### src/rtl/cpu_pkg.sv
// cpu_pkg: types and constants shared by the MEM stage and its watchdog.
//   mem_state_t : MEM stage FSM states (IDLE, WAIT_ACK)
//   mem_xact_t  : one memory transaction latched at accept time. It holds the
//                 bus request fields and the MEM/WB pass-through fields.
package cpu_pkg;

    localparam int DATA_W = 16;
    localparam int ADDR_W = 16;

    typedef enum logic [0:0] {
        IDLE     = 1'b0,
        WAIT_ACK = 1'b1
    } mem_state_t;

    typedef struct packed {
        logic [ADDR_W-1:0] addr;
        logic [DATA_W-1:0] wdata;
        logic              we;
        logic              wbs;
        logic              ni;
        logic              reg_dest;
        logic              reg_dest_data_writeback;
        logic [DATA_W-1:0] calc;
    } mem_xact_t;

endpackage

### src/rtl/mem_watchdog.sv
// mem_watchdog: counts cycles spent waiting for a memory acknowledge.
//   clk, rst_n : clock, asynchronous active-low reset
//   clear      : zero the count. This has priority over enable.
//   enable     : advance the count by one this cycle.
//   tc         : terminal count. The count equals TIMEOUT-1.
module mem_watchdog #(
    parameter int TIMEOUT = 8
) (
    input  logic clk,
    input  logic rst_n,
    input  logic clear,
    input  logic enable,
    output logic tc
);
    import cpu_pkg::*;

    // A one-bit counter is used even when TIMEOUT==1, because $clog2(1) is 0.
    localparam int CW = (TIMEOUT > 1) ? $clog2(TIMEOUT) : 1;

    logic [CW-1:0] count;

    always_ff @(posedge clk or negedge rst_n) begin
        if (!rst_n)      count <= '0;
        else if (clear)  count <= '0;
        else if (enable) count <= count + 1'b1;
    end

    assign tc = (count == CW'(TIMEOUT - 1));

endmodule

### src/rtl/memory_access_stage.sv
// memory_access_stage: MEM stage of the 16-bit pipelined CPU.
// It accepts an instruction from EX/MEM. Loads and stores go to data memory
// over a req/ack handshake, and upstream is stalled while a transfer is open.
// The stage then drives the MEM/WB register inputs.
//   clk, rst_n                : clock, asynchronous active-low reset
//   ex_*                      : EX/MEM register contents
//   flush_in                  : squash the instruction currently in MEM
//   dmem_req/we/addr/wdata    : data-memory request (registered)
//   dmem_rdata, dmem_ack      : memory response
//   stall_out                 : hold EX/MEM and earlier stages (combinational)
//   mem_fault                 : sticky flag; a transfer timed out
//   wb_valid, *_out           : MEM/WB inputs (registered)
module memory_access_stage #(
    parameter int DATA_W  = cpu_pkg::DATA_W,
    parameter int ADDR_W  = cpu_pkg::ADDR_W,
    parameter int TIMEOUT = 8
) (
    input  logic              clk,
    input  logic              rst_n,
    input  logic              ex_valid,
    input  logic              ex_mem_read,
    input  logic              ex_mem_write,
    input  logic [DATA_W-1:0] ex_calc_data,
    input  logic [DATA_W-1:0] ex_store_data,
    input  logic              ex_wbs,
    input  logic              ex_ni,
    input  logic              ex_reg_dest,
    input  logic              ex_reg_dest_data_writeback,
    input  logic              flush_in,
    output logic              dmem_req,
    output logic              dmem_we,
    output logic [ADDR_W-1:0] dmem_addr,
    output logic [DATA_W-1:0] dmem_wdata,
    input  logic [DATA_W-1:0] dmem_rdata,
    input  logic              dmem_ack,
    output logic              stall_out,
    output logic              mem_fault,
    output logic              wb_valid,
    output logic              wbs_out,
    output logic              ni_out,
    output logic              reg_dest_out,
    output logic              reg_dest_data_writeback_out,
    output logic [DATA_W-1:0] memData_out,
    output logic [DATA_W-1:0] calcData_out
);
    import cpu_pkg::*;

    mem_state_t state;
    mem_xact_t  xact;
    logic       kill;
    logic       wd_tc;

    logic in_wait, mem_op, accept, timeout_hit, done, kill_eff;

    assign in_wait     = (state == WAIT_ACK);
    assign mem_op      = ex_mem_read | ex_mem_write;
    assign accept      = (state == IDLE) & ex_valid & mem_op & ~flush_in;
    // If ack and timeout arrive together, ack wins.
    assign timeout_hit = in_wait & wd_tc & ~dmem_ack;
    assign done        = in_wait & (dmem_ack | timeout_hit);
    // A flush arriving in the completing cycle still squashes the result.
    assign kill_eff    = kill | flush_in;

    // Stall drops in the completing cycle, so EX/MEM advances at that edge.
    // Gating with rst_n keeps stall low while reset is held.
    assign stall_out = rst_n & (accept | (in_wait & ~done));

    // Bus request fields come straight from the latched transaction.
    // They therefore stay stable for the whole wait.
    assign dmem_we    = xact.we;
    assign dmem_addr  = xact.addr;
    assign dmem_wdata = xact.wdata;

    mem_watchdog #(.TIMEOUT(TIMEOUT)) u_wd (
        .clk    (clk),
        .rst_n  (rst_n),
        .clear  (~in_wait),
        .enable (in_wait),
        .tc     (wd_tc)
    );

    always_ff @(posedge clk or negedge rst_n) begin
        if (!rst_n) begin
            state                       <= IDLE;
            xact                        <= '0;
            kill                        <= 1'b0;
            dmem_req                    <= 1'b0;
            mem_fault                   <= 1'b0;
            wb_valid                    <= 1'b0;
            wbs_out                     <= 1'b0;
            ni_out                      <= 1'b0;
            reg_dest_out                <= 1'b0;
            reg_dest_data_writeback_out <= 1'b0;
            memData_out                 <= '0;
            calcData_out                <= '0;
        end else begin
            // Bubble by default. The other MEM/WB fields hold their last values.
            wb_valid <= 1'b0;
            wbs_out  <= 1'b0;
            case (state)
                IDLE: begin
                    if (ex_valid && !flush_in) begin
                        if (mem_op) begin
                            state    <= WAIT_ACK;
                            dmem_req <= 1'b1;
                            xact     <= '{addr:  ex_calc_data[ADDR_W-1:0],
                                          wdata: ex_store_data,
                                          we:    ex_mem_write,
                                          wbs:   ex_wbs,
                                          ni:    ex_ni,
                                          reg_dest: ex_reg_dest,
                                          reg_dest_data_writeback: ex_reg_dest_data_writeback,
                                          calc:  ex_calc_data};
                        end else begin
                            wb_valid                    <= 1'b1;
                            wbs_out                     <= ex_wbs;
                            ni_out                      <= ex_ni;
                            reg_dest_out                <= ex_reg_dest;
                            reg_dest_data_writeback_out <= ex_reg_dest_data_writeback;
                            calcData_out                <= ex_calc_data;
                            memData_out                 <= '0;
                        end
                    end
                end
                WAIT_ACK: begin
                    if (flush_in) kill <= 1'b1;
                    if (done) begin
                        state    <= IDLE;
                        dmem_req <= 1'b0;
                        kill     <= 1'b0;
                        if (timeout_hit) mem_fault <= 1'b1;
                        if (!kill_eff) begin
                            wb_valid                    <= 1'b1;
                            // A timed-out load has no data, so its writeback is suppressed.
                            wbs_out                     <= xact.wbs & dmem_ack;
                            ni_out                      <= xact.ni;
                            reg_dest_out                <= xact.reg_dest;
                            reg_dest_data_writeback_out <= xact.reg_dest_data_writeback;
                            calcData_out                <= xact.calc;
                            memData_out                 <= (dmem_ack && !xact.we) ? dmem_rdata : '0;
                        end
                    end
                end
                default: state <= IDLE;
            endcase
        end
    end

endmodule

### config.mk
export PLATFORM = sky130hd
export DESIGN_NAME = memory_access_stage
export DESIGN_NICKNAME = d
export VERILOG_FILES = /design/src/rtl/cpu_pkg.sv /design/src/rtl/mem_watchdog.sv /design/src/rtl/memory_access_stage.sv
export SDC_FILE = /design/constraint.sdc
export NUM_CORES = 1
export LEC_CHECK = 0
export BUFFER_PORTS_ARGS = -buffer_cell sky130_fd_sc_hd__buf_2
export CAP_MARGIN = 20
export CORE_MARGIN = 3
export CORE_UTILIZATION = 53
export DETAILED_ROUTE_END_ITERATION = 10
export PLACE_DENSITY = 0.85
export SYNTH_ARGS = -nofsm -noshare
export SYNTH_HDL_FRONTEND = slang
export SYNTH_SLANG_ARGS = --single-unit
### constraint.sdc
create_clock -name clk -period 3.7 [get_ports clk]
set_clock_uncertainty 0.1 [all_clocks]
set_input_delay 0.925 -clock clk [delete_from_list [all_inputs] [get_ports clk]]
set_output_delay 0.925 -clock clk [all_outputs]
set_load 0.005 [all_outputs]
==> results by stage <==
Clocking:
- The root buffer cell is sky130_fd_sc_hd__clkbuf_8.
- The count of buffers added by post-CTS timing repair for setup is 0.
- The CTS tree is built.
- Post-CTS repair changed the size of 0 cells.
- The maximum buffer depth of the clock tree is 2.
- The clock sink count is 81.
- Clock latency on the worst-skew pair, taken at its later pin, is about 0.33 ns.
- The count of H-tree levels built during CTS is 3.
- Buffers inserted to repair hold after CTS numbered 0.
- The number of buffers created by CTS is 9.
- Clock-pin slew was measured on the worst setup and hold paths at roughly 0.070 ns.

Timing:
- The worst-case hold slack is 0.342 ns.
- The worst pin sits at a relative slew slack of 0.343.
- The setup violation total in the final timing report is 0.
- The post-layout minimum cycle time is 3.03 ns.
- The share of the clock period used by the worst path is 0.819.
- The final-layout setup total negative slack is 0 ns.
- Setup repair after global routing left no endpoint under its margin.
- At the pin with the least slew margin, the transition time is just under 1 ns.
- The final-report hold violation count is 0.
- The number of max-slew violations in the final report was 0.
- The maximum operating frequency is between 300 and 400 MHz.

Pwr:
- Of the total power, combinational logic draws 0.244.
- The sequential share of power is 0.513.
- For this design the total switching power over the nets is 654 uW.
- The switching share of total power is 0.272.
- The share of power burned in the clock network is 0.244.
- The internal portion of the total power is approximately 1800 uW.
- The post-route total power is 2410 uW.
- The analysis attributes to cell leakage a power of 0.00213 uW.
- The worst vdd rail ir drop is approximately 330 uV.
- For this design the ratio of total power to cell area is 559 nW/um^2.

Floorplanning:
- The row count is 29.
- The die outline height is 89.2 um.
- The die is 89.2 um wide.
- The die area is 7960 sq um.
- The floorplan step defined a core boundary enclosing 6530 sq um.
- In this run the count of I/O pins placed on the die edge is 132.
- The effective utilization at floorplan is 0.562.

Final layout:
- Compared with the post-synthesis result, the final layout area differs by 17.3%.
- Leaving out fill and tap cells, the most frequent cells in the layout are sky130_fd_sc_hd__buf_2 (130), sky130_fd_sc_hd__dfrtp_1 (81), sky130_fd_sc_hd__mux2_2 (39).
- The finished cells cover 4300 sq um.
- The net count of the finished layout is roughly 440.
- Leaving out fill and tap cells, the most frequent cell in the layout is sky130_fd_sc_hd__buf_2.
- The count of inserted antenna diode cells is 0.
- The number of filler instances in the final layout is a little over 500.
- The share of layout cells above drive strength 1 is 0.503.

Global route:
- The aggregate global routing overflow is 0.
- The first global-routing pass estimated 10.6 mm of wire.
- The number of global-route vias before repair is between 2,000 and 2,500.
- In the global route stage, overall resource usage came out at 0.177.
- The number of antenna violations at the first check in global routing is 0.
- The maximum number of pins on one net before global-route repair is 82.

Synth:
- Counting every instance in the synthesized netlist gives 275.
- Sorting the synthesized cells by area gives the leading types as sky130_fd_sc_hd__dfrtp_1 (55%), sky130_fd_sc_hd__mux2_2 (12%), sky130_fd_sc_hd__mux2_1 (11%), sky130_fd_sc_hd__buf_4 (7.0%), sky130_fd_sc_hd__mux2i_1 (4.4%).
- The number of synthesis warnings is 0.
- The sequential area share after synthesis is 0.552.
- The area of the mapped netlist is 3670 sq um.
- The most instantiated flip-flop cell in the synthesis netlist is sky130_fd_sc_hd__dfrtp_1.
- The async set or reset register ratio after synthesis is 1.00.
- The flip-flop and latch count after synthesis is 81.
- Each instance of the synthesized netlist takes up on average about 13 sq um.
- The number of different library cells used by synthesis comes to 27.
- The area share of the largest cell type after synthesis is 0.552.
- The number of nets in the synthesized netlist is 336.
- Counting flops with a built-in enable in the synthesized netlist gives 0.
- Of all cell types, the one taking the most synthesized area is sky130_fd_sc_hd__dfrtp_1.

Setup path:
- Traced cell by cell, the critical path runs through buf_4, nand2b_1, o22ai_1, and2_1, buf_2.
- The slowest stage of the critical path is the sky130_fd_sc_hd__dfrtp_1 cell.
- Data on the critical path is required at its endpoint by between 2 and 3 ns.
- The gate family responsible for the most delay along the worst path is flip-flops.
- The worst setup slack for register-to-register paths is 1.22 ns.
- STA classifies the critical path startpoint as a flop.
- The critical path class is flop to output pin.
- Of all nets on the critical path, the largest fanout is 16.
- In this design, the stage delay of the slowest critical-path cell is 0.73 ns.
- The startpoint identified for the worst register-to-register timing path is in_wait$_DFF_PN0_.
- The capturing point of the worst reg2reg path is memData_out[15]$_DFFE_PN0P_.
- The critical path capture point type is an output pin.
- The arrival time of data at the critical path endpoint is 2.01 ns.
- For the worst flop-to-flop path, the logic depth is 4.
- The critical path contains buffers and inverters numbering 2 combined.

Min path:
- In this run the worst hold path is classified as flop to flop.
- The number of cells on the worst hold path is 1.
- The launch point of the worst hold path is u_wd.count[0]$_DFF_PN0_.
- The hold-critical path endpoint is u_wd.count[0]$_DFF_PN0_.

Run:
- Max-cap violations in this run came to 0.

Detailed routing:
- The first routing iteration left 41 violations.
- In this run the remaining antenna-violating nets after routing total 0.
- The routed via count divided by cell count is 5.00.
- The remaining design rule violation count is 0.
- The via count is about 2,300.
- The average wire length per cell after detail routing is approximately 15 um.
- The detailed-routing iteration count for the pre-antenna-repair pass is 4.
- The aggregate routed wire length is slightly below 7 mm.

Placement:
- In this run the cell area measured after placement is around 4100 sq um.
- The number of I/O port buffers is 131.
- At the end of routability-driven placement, the weighted congestion stood at 0.710.
- The detailed placer's ending HPWL is 5.02 mm.

Status:
- The flow ran to the end, and the final reports show no timing, DRC or antenna violations.
-- final cells by class --
type	count	area (sq um)	share of cell area
clock inverter	4	47.5	0.0110
sequential	81	2030	0.471
clock buffer	9	124	0.0288
timing repair buffer	136	696	0.162
inverter	18	67.6	0.0157
multi-input combinational	132	1240	0.289
tap	77	96.3	0.0224
-- power groups by stage --
stage	Sequential, uW	Clock, uW	Combinational, uW
2_1_floorplan	1240	0	397
3_3_place_gp	1230	0	581
3_5_place_dp	1250	0	605
4_1_cts	1240	609	605
5_1_grt	1260	643	655
6_report	1230	586	587
-- cell usage after synthesis, types with 2 or more instances --
cell	n
sky130_fd_sc_hd__buf_6	5
sky130_fd_sc_hd__nor2_1	3
sky130_fd_sc_hd__buf_4	34
sky130_fd_sc_hd__o22ai_1	2
sky130_fd_sc_hd__nand2_1	18
sky130_fd_sc_hd__mux2_2	39
sky130_fd_sc_hd__mux2_1	35
sky130_fd_sc_hd__clkbuf_1	4
sky130_fd_sc_hd__dfrtp_1	81
sky130_fd_sc_hd__and2_1	4
sky130_fd_sc_hd__ha_1	2
sky130_fd_sc_hd__mux2i_1	16
sky130_fd_sc_hd__inv_1	18
-- per-stage QoR --
stage | std cells | utilization | setup slack, ns
final | 457 | 0.659 | 0.669
after floorplan | 275 | - | 1.01
after CTS | 457 | 0.659 | 0.631
after global placement | 444 | 0.633 | 0.715
after global routing | 457 | 0.659 | 0.523
after detailed placement | 444 | 0.633 | 0.711
-- sequential cells by signal, indices dropped and copies added, names as in the netlist, 3 cells and up --
register and flops:
xact 20, dmem_wdata 16, calcData_out 16, u_wd.count 3
memData_out 16
-- layer usage --
| metal | global-route usage | share of wire |
|---|---|---|
| met1 | 0.222 | 0.42 |
| met3 | 0.0323 | 0.059 |
| met2 | 0.303 | 0.51 |
| met4 | 0.0731 | 0.0079 |
| met5 | 0 | 0 |
-- cells by family after synthesis --
logic type | Yosys count | synth area share
compound gates | 6 | 0.0119
flops | 81 | 0.552
mux | 90 | 0.271
fa+ha+maj | 2 | 0.00682
buf+inv | 62 | 0.109
simple gates | 34 | 0.0494
-- how the worst max path moves through the flow --
stage,start,depth (start not counted),slack (ns),to
after floorplan,ex_mem_write,3,1.01,stall_out
after global placement,flush_in,5,0.72,stall_out
after detailed placement,flush_in,5,0.71,stall_out
after CTS,in_wait$_DFF_PN0_,5,0.63,stall_out
after global routing,in_wait$_DFF_PN0_,5,0.52,stall_out
final,in_wait$_DFF_PN0_,5,0.67,stall_out
Note: power is estimated with default switching activity, not from simulation.
